**src/rtl/game_if.sv**
```systemverilog
// rtl/game_if.sv - game_ctrl handshake and status bundle
interface game_if;
  logic       START;
  logic       OK;
  logic [7:0] Q_NUM;
  logic       Q_VALID;
  logic [3:0] ANS;
  logic       ANS_VALID;
  logic [3:0] STATE;
  logic       READY_1P;
  logic       Q_REQ;
  logic [3:0] SEC;
  logic [1:0] SCORE;
  logic [1:0] MISS;

  modport master (
    output START, OK, Q_NUM, Q_VALID, ANS, ANS_VALID,
    input  STATE, READY_1P, Q_REQ, SEC, SCORE, MISS
  );

  modport slave (
    input  START, OK, Q_NUM, Q_VALID, ANS, ANS_VALID,
    output STATE, READY_1P, Q_REQ, SEC, SCORE, MISS
  );
endinterface

```
**src/rtl/game_ctrl.sv**
```systemverilog
// rtl/game_ctrl.sv - round sequencer for the factorization game
// Ready handshake, countdown, question fetch, answer window, iterative divisibility judge.
module game_ctrl #(
  parameter int TICK_DIV    = 50_000_000,
  parameter int COUNTDOWN_S = 3,
  parameter int ANSWER_S    = 9,
  parameter int RESULT_S    = 2,
  parameter int WIN_SCORE   = 3,
  parameter int LOSE_MISS   = 3
) (
  input logic   CLK,
  input logic   RST,
  game_if.slave bus
);

  typedef enum logic [3:0] {
    S_IDLE   = 4'b0000,
    S_WAIT   = 4'b0001,
    S_COUNT  = 4'b0010,
    S_QREQ   = 4'b0011,
    S_ANSWER = 4'b0100,
    S_JUDGE  = 4'b0101,
    S_DRAW   = 4'b0110,
    S_GOOD   = 4'b1000,
    S_OUCH   = 4'b1001,
    S_WIN    = 4'b1010,
    S_LOSE   = 4'b1011
  } state_e;

  localparam int PW = (TICK_DIV > 1) ? $clog2(TICK_DIV) : 1;

  logic [3:0]    state;
  logic [PW-1:0] presc;
  logic [3:0]    sec;
  logic [3:0]    hold;
  logic [1:0]    score;
  logic [1:0]    miss;
  logic          ready_1p;
  logic          q_req;
  logic [7:0]    q_lat;
  logic [7:0]    rem;
  logic [3:0]    ans_lat;

  logic          tick;
  logic [7:0]    ans_ext;
  logic [1:0]    score_inc;
  logic [1:0]    miss_inc;
  logic          fast_reject;

  assign tick        = (presc == PW'(TICK_DIV - 1));
  assign ans_ext     = {4'd0, ans_lat};
  assign score_inc   = (score == 2'd3) ? score : score + 2'd1;
  assign miss_inc    = (miss == 2'd3) ? miss : miss + 2'd1;
  assign fast_reject = (ans_lat < 4'd2) || (ans_ext >= q_lat);

  assign bus.STATE    = state;
  assign bus.READY_1P = ready_1p;
  assign bus.Q_REQ    = q_req;
  assign bus.SEC      = sec;
  assign bus.SCORE    = score;
  assign bus.MISS     = miss;

  // Every branch that changes state also clears presc so the first second is full length.
  always_ff @(posedge CLK or negedge RST) begin
    if (!RST) begin
      state    <= S_IDLE;
      presc    <= '0;
      sec      <= 4'd0;
      hold     <= 4'd0;
      score    <= 2'd0;
      miss     <= 2'd0;
      ready_1p <= 1'b0;
      q_req    <= 1'b0;
      q_lat    <= 8'd0;
      rem      <= 8'd0;
      ans_lat  <= 4'd0;
    end else begin
      ready_1p <= 1'b0;
      q_req    <= 1'b0;
      presc    <= tick ? '0 : presc + PW'(1);
      case (state)
        S_IDLE: begin
          if (bus.START) begin
            ready_1p <= 1'b1;
            score    <= 2'd0;
            miss     <= 2'd0;
            state    <= S_WAIT;
            presc    <= '0;
          end
        end
        S_WAIT: begin
          if (bus.OK) begin
            sec   <= 4'(COUNTDOWN_S);
            state <= S_COUNT;
            presc <= '0;
          end
        end
        S_COUNT: begin
          if (tick) begin
            if (sec == 4'd1) begin
              q_req <= 1'b1;
              sec   <= 4'd0;
              state <= S_QREQ;
              presc <= '0;
            end else begin
              sec <= sec - 4'd1;
            end
          end
        end
        S_QREQ: begin
          if (bus.Q_VALID) begin
            q_lat <= bus.Q_NUM;
            sec   <= 4'(ANSWER_S);
            state <= S_ANSWER;
            presc <= '0;
          end
        end
        S_ANSWER: begin
          // An answer arriving on the final tick still counts.
          if (bus.ANS_VALID) begin
            ans_lat <= bus.ANS;
            rem     <= q_lat;
            sec     <= 4'd0;
            state   <= S_JUDGE;
            presc   <= '0;
          end else if (tick) begin
            if (sec == 4'd1) begin
              sec   <= 4'd0;
              miss  <= miss_inc;
              hold  <= 4'(RESULT_S);
              state <= S_DRAW;
              presc <= '0;
            end else begin
              sec <= sec - 4'd1;
            end
          end
        end
        S_JUDGE: begin
          if (fast_reject) begin
            miss  <= miss_inc;
            hold  <= 4'(RESULT_S);
            state <= S_OUCH;
            presc <= '0;
          end else if (rem >= ans_ext) begin
            rem <= rem - ans_ext;
          end else if (rem == 8'd0) begin
            score <= score_inc;
            hold  <= 4'(RESULT_S);
            state <= S_GOOD;
            presc <= '0;
          end else begin
            miss  <= miss_inc;
            hold  <= 4'(RESULT_S);
            state <= S_OUCH;
            presc <= '0;
          end
        end
        S_DRAW, S_GOOD, S_OUCH: begin
          if (tick) begin
            if (hold == 4'd1) begin
              presc <= '0;
              if (score == 2'(WIN_SCORE)) begin
                state <= S_WIN;
              end else if (miss == 2'(LOSE_MISS)) begin
                state <= S_LOSE;
              end else begin
                ready_1p <= 1'b1;
                state    <= S_WAIT;
              end
            end else begin
              hold <= hold - 4'd1;
            end
          end
        end
        S_WIN, S_LOSE: begin
          if (bus.START) begin
            state <= S_IDLE;
            presc <= '0;
          end
        end
        default: begin
          state <= S_IDLE;
          sec   <= 4'd0;
          presc <= '0;
        end
      endcase
    end
  end

endmodule

```
**src/flat_wrapper.sv**
```systemverilog
// flat-port wrapper written by rule: the top's interface ports become plain ports
module game_ctrl_flat 
#(
  parameter int TICK_DIV    = 50_000_000,
  parameter int COUNTDOWN_S = 3,
  parameter int ANSWER_S    = 9,
  parameter int RESULT_S    = 2,
  parameter int WIN_SCORE   = 3,
  parameter int LOSE_MISS   = 3
)
  (CLK, RST, bus_START, bus_OK, bus_Q_NUM, bus_Q_VALID, bus_ANS, bus_ANS_VALID, bus_STATE, bus_READY_1P, bus_Q_REQ, bus_SEC, bus_SCORE, bus_MISS);
  game_if bus_i ();
  input logic CLK;
  input logic RST;
  input wire logic [$bits(bus_i.START)-1:0] bus_START;
  input wire logic [$bits(bus_i.OK)-1:0] bus_OK;
  input wire logic [$bits(bus_i.Q_NUM)-1:0] bus_Q_NUM;
  input wire logic [$bits(bus_i.Q_VALID)-1:0] bus_Q_VALID;
  input wire logic [$bits(bus_i.ANS)-1:0] bus_ANS;
  input wire logic [$bits(bus_i.ANS_VALID)-1:0] bus_ANS_VALID;
  output wire logic [$bits(bus_i.STATE)-1:0] bus_STATE;
  output wire logic [$bits(bus_i.READY_1P)-1:0] bus_READY_1P;
  output wire logic [$bits(bus_i.Q_REQ)-1:0] bus_Q_REQ;
  output wire logic [$bits(bus_i.SEC)-1:0] bus_SEC;
  output wire logic [$bits(bus_i.SCORE)-1:0] bus_SCORE;
  output wire logic [$bits(bus_i.MISS)-1:0] bus_MISS;
  assign bus_i.START = bus_START;
  assign bus_i.OK = bus_OK;
  assign bus_i.Q_NUM = bus_Q_NUM;
  assign bus_i.Q_VALID = bus_Q_VALID;
  assign bus_i.ANS = bus_ANS;
  assign bus_i.ANS_VALID = bus_ANS_VALID;
  assign bus_STATE = bus_i.STATE;
  assign bus_READY_1P = bus_i.READY_1P;
  assign bus_Q_REQ = bus_i.Q_REQ;
  assign bus_SEC = bus_i.SEC;
  assign bus_SCORE = bus_i.SCORE;
  assign bus_MISS = bus_i.MISS;
  game_ctrl #(.TICK_DIV(TICK_DIV), .COUNTDOWN_S(COUNTDOWN_S), .ANSWER_S(ANSWER_S), .RESULT_S(RESULT_S), .WIN_SCORE(WIN_SCORE), .LOSE_MISS(LOSE_MISS)) u_core (.CLK(CLK), .RST(RST), .bus(bus_i));
endmodule
```
**config.mk**
```make
export PLATFORM = sky130hd
export DESIGN_NAME = game_ctrl_flat
export DESIGN_NICKNAME = d
export VERILOG_FILES = /design/src/rtl/game_if.sv /design/src/rtl/game_ctrl.sv /design/src/flat_wrapper.sv
export SDC_FILE = /design/constraint.sdc
export NUM_CORES = 1
export LEC_CHECK = 0
export ABC_CLOCK_PERIOD_IN_PS = 2800
export CAP_MARGIN = 20
export CORE_ASPECT_RATIO = 0.6
export CORE_MARGIN = 2
export CORE_UTILIZATION = 35
export CTS_BUF_LIST = sky130_fd_sc_hd__clkbuf_2
export DETAILED_ROUTE_END_ITERATION = 8
export DONT_BUFFER_PORTS = 1
export PLACE_DENSITY = 0.48
export SYNTH_ARGS = -nofsm -noshare
export SYNTH_HDL_FRONTEND = slang
export SYNTH_SLANG_ARGS = --single-unit
```
**constraint.sdc**
```tcl
create_clock -name CLK -period 2.8 [get_ports CLK]
set_clock_uncertainty 0.15 [all_clocks]
set_input_delay 0.7 -clock CLK [delete_from_list [all_inputs] [get_ports CLK]]
set_output_delay 0.7 -clock CLK [all_outputs]
set_load 0.1 [all_outputs]
```
==> impl_metrics.csv <==
group,metric,value,unit
route,dr.pass1.iters,4,
outcome,outcome,"finished clean",
place,pre_cts_ws,0.0368,ns
route,routed_wl,9650,µm
synth,ys_ff_latch,64,
floorplan,initial_core_util,0.358,
timing,final_max_slew_viol_count,0,
timing,holdWs,0.0987,ns
synth,yosysSeqAreaShare,0.425,
setup_path,r2r_setup_slack,0.13,ns
route,ant_nets,0,
power_and_ir_drop,p_per_area,329,nW/µm²
synth,syn_inst,413,
worst_hold_path,holdPathStages,2,
synth,syn-num-nets,447,
synth,synthArstFlopShare,1.00,
grt,grtUsageMet1,0.269,
synth,synthFlopType,"dfrtp_1",
grt,antenna_found_initial,0,
cts,cts_root_buffer,"clkbuf_2",
route,viasPerCell,5.25,
cts,h-tree-depth,3,
grt,grt_pass1_vias,3007,
cts,cts_num_sinks,64,
setup_path,max_stage_delay,0.54,ns
cts,clkLatencyLatePin,0.55,ns
grt,met2_usage,0.221,
synth,synth_edf_count,0,
final_layout,fin_area,4400,µm²
setup_path,crit_path_end_kind,"flop",
timing,fmax,374,MHz
floorplan,io_pins,32,
setup_path,worst_r2r_endpoint,"u_core.hold[1]$_DFFE_PN0P_",
grt,grt_pass1_wl,16000,µm
timing,setup_ws,0.128,ns
floorplan,core_area,10500,µm²
floorplan,dieHeight,84.4,µm
final_layout,n_antenna_cell,0,
place,dp_hpwl,6970,µm
place,port-buffer-count,0,
place,place_area,4190,µm²
timing,rsz0062_at_grt,"no",
synth,yosysUniqueCellTypes,58,
grt,top_usage_layer,"met1",
grt,grt_overflow,0,
setup_path,worstReg2RegStart,"u_core.presc[19]$_DFF_PN0_",
synth,synth_warnings,0,
synth,syn_area,3770,µm²
timing,setup_tns,0,ns
setup_path,arrival,2.97,ns
synth,synth.area.top_cells,"dfrtp_1, nor2_1, ha_1",
setup_path,cpMaxStageDelayCell,"or4b_1",
floorplan,die_w,138,µm
setup_path,worst-path-buf-inv,0,
route,wire_per_inst,16.2,µm
worst_hold_path,holdPathEnd,"u_core.q_lat[1]$_DFFE_PN0P_",
power_and_ir_drop,p_leak,2.03,nW
worst_hold_path,hold_path.class,"primary input to flop",
worst_hold_path,worstHoldStart,"bus_Q_NUM[1]",
cts,path_clk_slew,0.22,ns
timing,timing.slew.headroom,0.516,
power_and_ir_drop,vdd_drop_max,0.000173,V
final_layout,area_growth_syn_to_layout,16.7,%
timing,setup_viol,0,
floorplan,die_area,11600,µm²
synth,yosysTopAreaCell,"dfrtp_1",
setup_path,reg2reg_depth,6,
route,vias,3123,
route,drt_iter0_markers,214,
grt,grt_start_max_net_pins,65,
timing,tightestPinTransition,0.718,ns
timing,finalHoldViolCount,0,
cts,cts_max_path_buffers,2,
grt,grt_use_met3,0.0570,
synth,synth_most_common_cell,"dfrtp_1",
final_layout,final_net_count,485,
setup_path,crit_chain,"nand2_1 > or4b_1 > or3_1 > o31a_1 > a211oi_4 > mux2_1",
final_layout,drive_above_1_share,0.195,
synth,synth_top_area_frac,0.425,
final_layout,final_util,0.418,
cts,tritoncts,"yes",
synth,syn_area_per_cell,9.13,µm²
synth,yosys-top-cells-count,"dfrtp_1, nor2_1, nand2_1, inv_1, o21ai_0",
setup_path,worst-path-max-fanout,4,
run,cap_violations,0,
cts,cts_buffers,9,
setup_path,cp_top_family,"simple AND/OR/NAND/NOR gates",
route,drc,0,
timing,fin_crit,2.67,ns
setup_path,timing.setup.critical_path_class,"flop to flop",
grt,track_usage,0.172,
place,gp_congestion,0.849,
timing,fin_crit_sh,0.954,
floorplan,fp-row-count,29,
setup_path,required,3.09,ns
setup_path,cp-start-kind,"flop",
[cell type report]
class                      count  area, µm²
clock inverter                 7       47.5
tap                          139        174
multi-input combinational    306       2070
clock buffer                   9       45.0
fill                        1067       6120
timing repair buffer          43        362
inverter                      27        101
sequential                    64       1610
[routing by layer]
| layer | vias to the layer above | wire length (µm) |
|---|---|---|
| li1 | 1542 | - |
| met1 | 1496 | 5220 |
| met2 | 77 | 3710 |
| met4 | 0 | 97 |
| met5 | - | 0 |
| met3 | 8 | 624 |
[where the power goes]
part / leakage (nW) / switching [mW] / internal (mW) / total [mW]
clock network: 0.0480 / 0.384 / 0.113 / 0.497
logic: 1.17 / 0.0205 / 0.00698 / 0.0274
registers: 0.814 / 0 / 0.926 / 0.926
total: 2.03 / 0.405 / 1.05 / 1.45
[cell families (layout without fill, tap and decap cells)]
| logic type | after synthesis | in the layout | synth area share |
|---|---|---|---|
| AO/OA/AOI/OAI | 79 | 79 | 0.138 |
| multiplexers | 18 | 18 | 0.0524 |
| adder cells (fa/ha/maj) | 16 | 16 | 0.0551 |
| buffers and inverters | 43 | 86 | 0.0441 |
| AND/OR/NAND/NOR | 168 | 168 | 0.227 |
| XOR/XNOR | 25 | 25 | 0.0581 |
| flip-flops | 64 | 64 | 0.425 |
[flip-flops by register name (all words and copies together) (netlist names)]
signal,cells
u_core.ans_lat,4
u_core.bus.MISS,2
u_core.bus.Q_REQ,1
u_core.bus.READY_1P,1
u_core.bus.SCORE,2
u_core.bus.SEC,4
u_core.bus.STATE,4
u_core.hold,4
u_core.presc,26
u_core.q_lat,8
u_core.rem,8
[worst max-delay path by stage]
stage / depth (start not counted) / from / slack [ns] / endpoint
finish: 6 / u_core.presc[19]$_DFF_PN0_ / 0.13 / u_core.hold[1]$_DFFE_PN0P_
global placement: 9 / u_core.ans_lat[0]$_DFFE_PN0P_ / 0.10 / u_core.rem[6]$_DFFE_PN0P_
CTS: 10 / u_core.ans_lat[0]$_DFFE_PN0P_ / 0.03 / u_core.rem[4]$_DFFE_PN0P_
floorplan: 7 / u_core.bus.STATE[0]$_DFFE_PN0P_ / 0.05 / u_core.hold[1]$_DFFE_PN0P_
global route: 9 / u_core.ans_lat[0]$_DFFE_PN0P_ / 0.002 / u_core.bus.SCORE[1]$_DFFE_PN0P_
detailed placement: 9 / u_core.ans_lat[0]$_DFFE_PN0P_ / 0.04 / u_core.bus.SCORE[1]$_DFFE_PN0P_
[through the flow]
stage,power (mW),std cells
after floorplan,0.945,413
after global placement,0.945,575
after detailed placement,0.945,575
after CTS,1.48,593
after global routing,1.53,595
final,1.45,595
[cells in the final DEF (no fill, tap or decap), types with 3 or more instances in the layout]
master / n
dfrtp_1: 61
nor2_1: 57
buf_4: 39
nand2_1: 27
inv_1: 26
o21ai_0: 22
a21oi_1: 21
nand3_1: 20
xor2_1: 17
ha_1: 14
mux2_2: 13
nand4_1: 11
nor3_1: 9
clkbuf_2: 9
xnor2_1: 8
and4_1: 5
nor3b_1: 5
mux2i_1: 4
and3_1: 4
clkinvlp_4: 4
nand3b_1: 3
or4_1: 3
nand2b_1: 3
nor2b_1: 3
nor4_1: 3
nor4b_1: 3
a211o_1: 3
dfrtp_2: 3
[timing repair]
item,4_1_cts,5_1_grt
setup endpoints to repair,2,39
hold endpoints to repair,64,0
gates resized for setup,2,11
gates cloned,0,1
pin swaps,1,4
hold buffers,2,0
setup buffers,0,1
No activity file was read; power rests on OpenSTA's default activity.
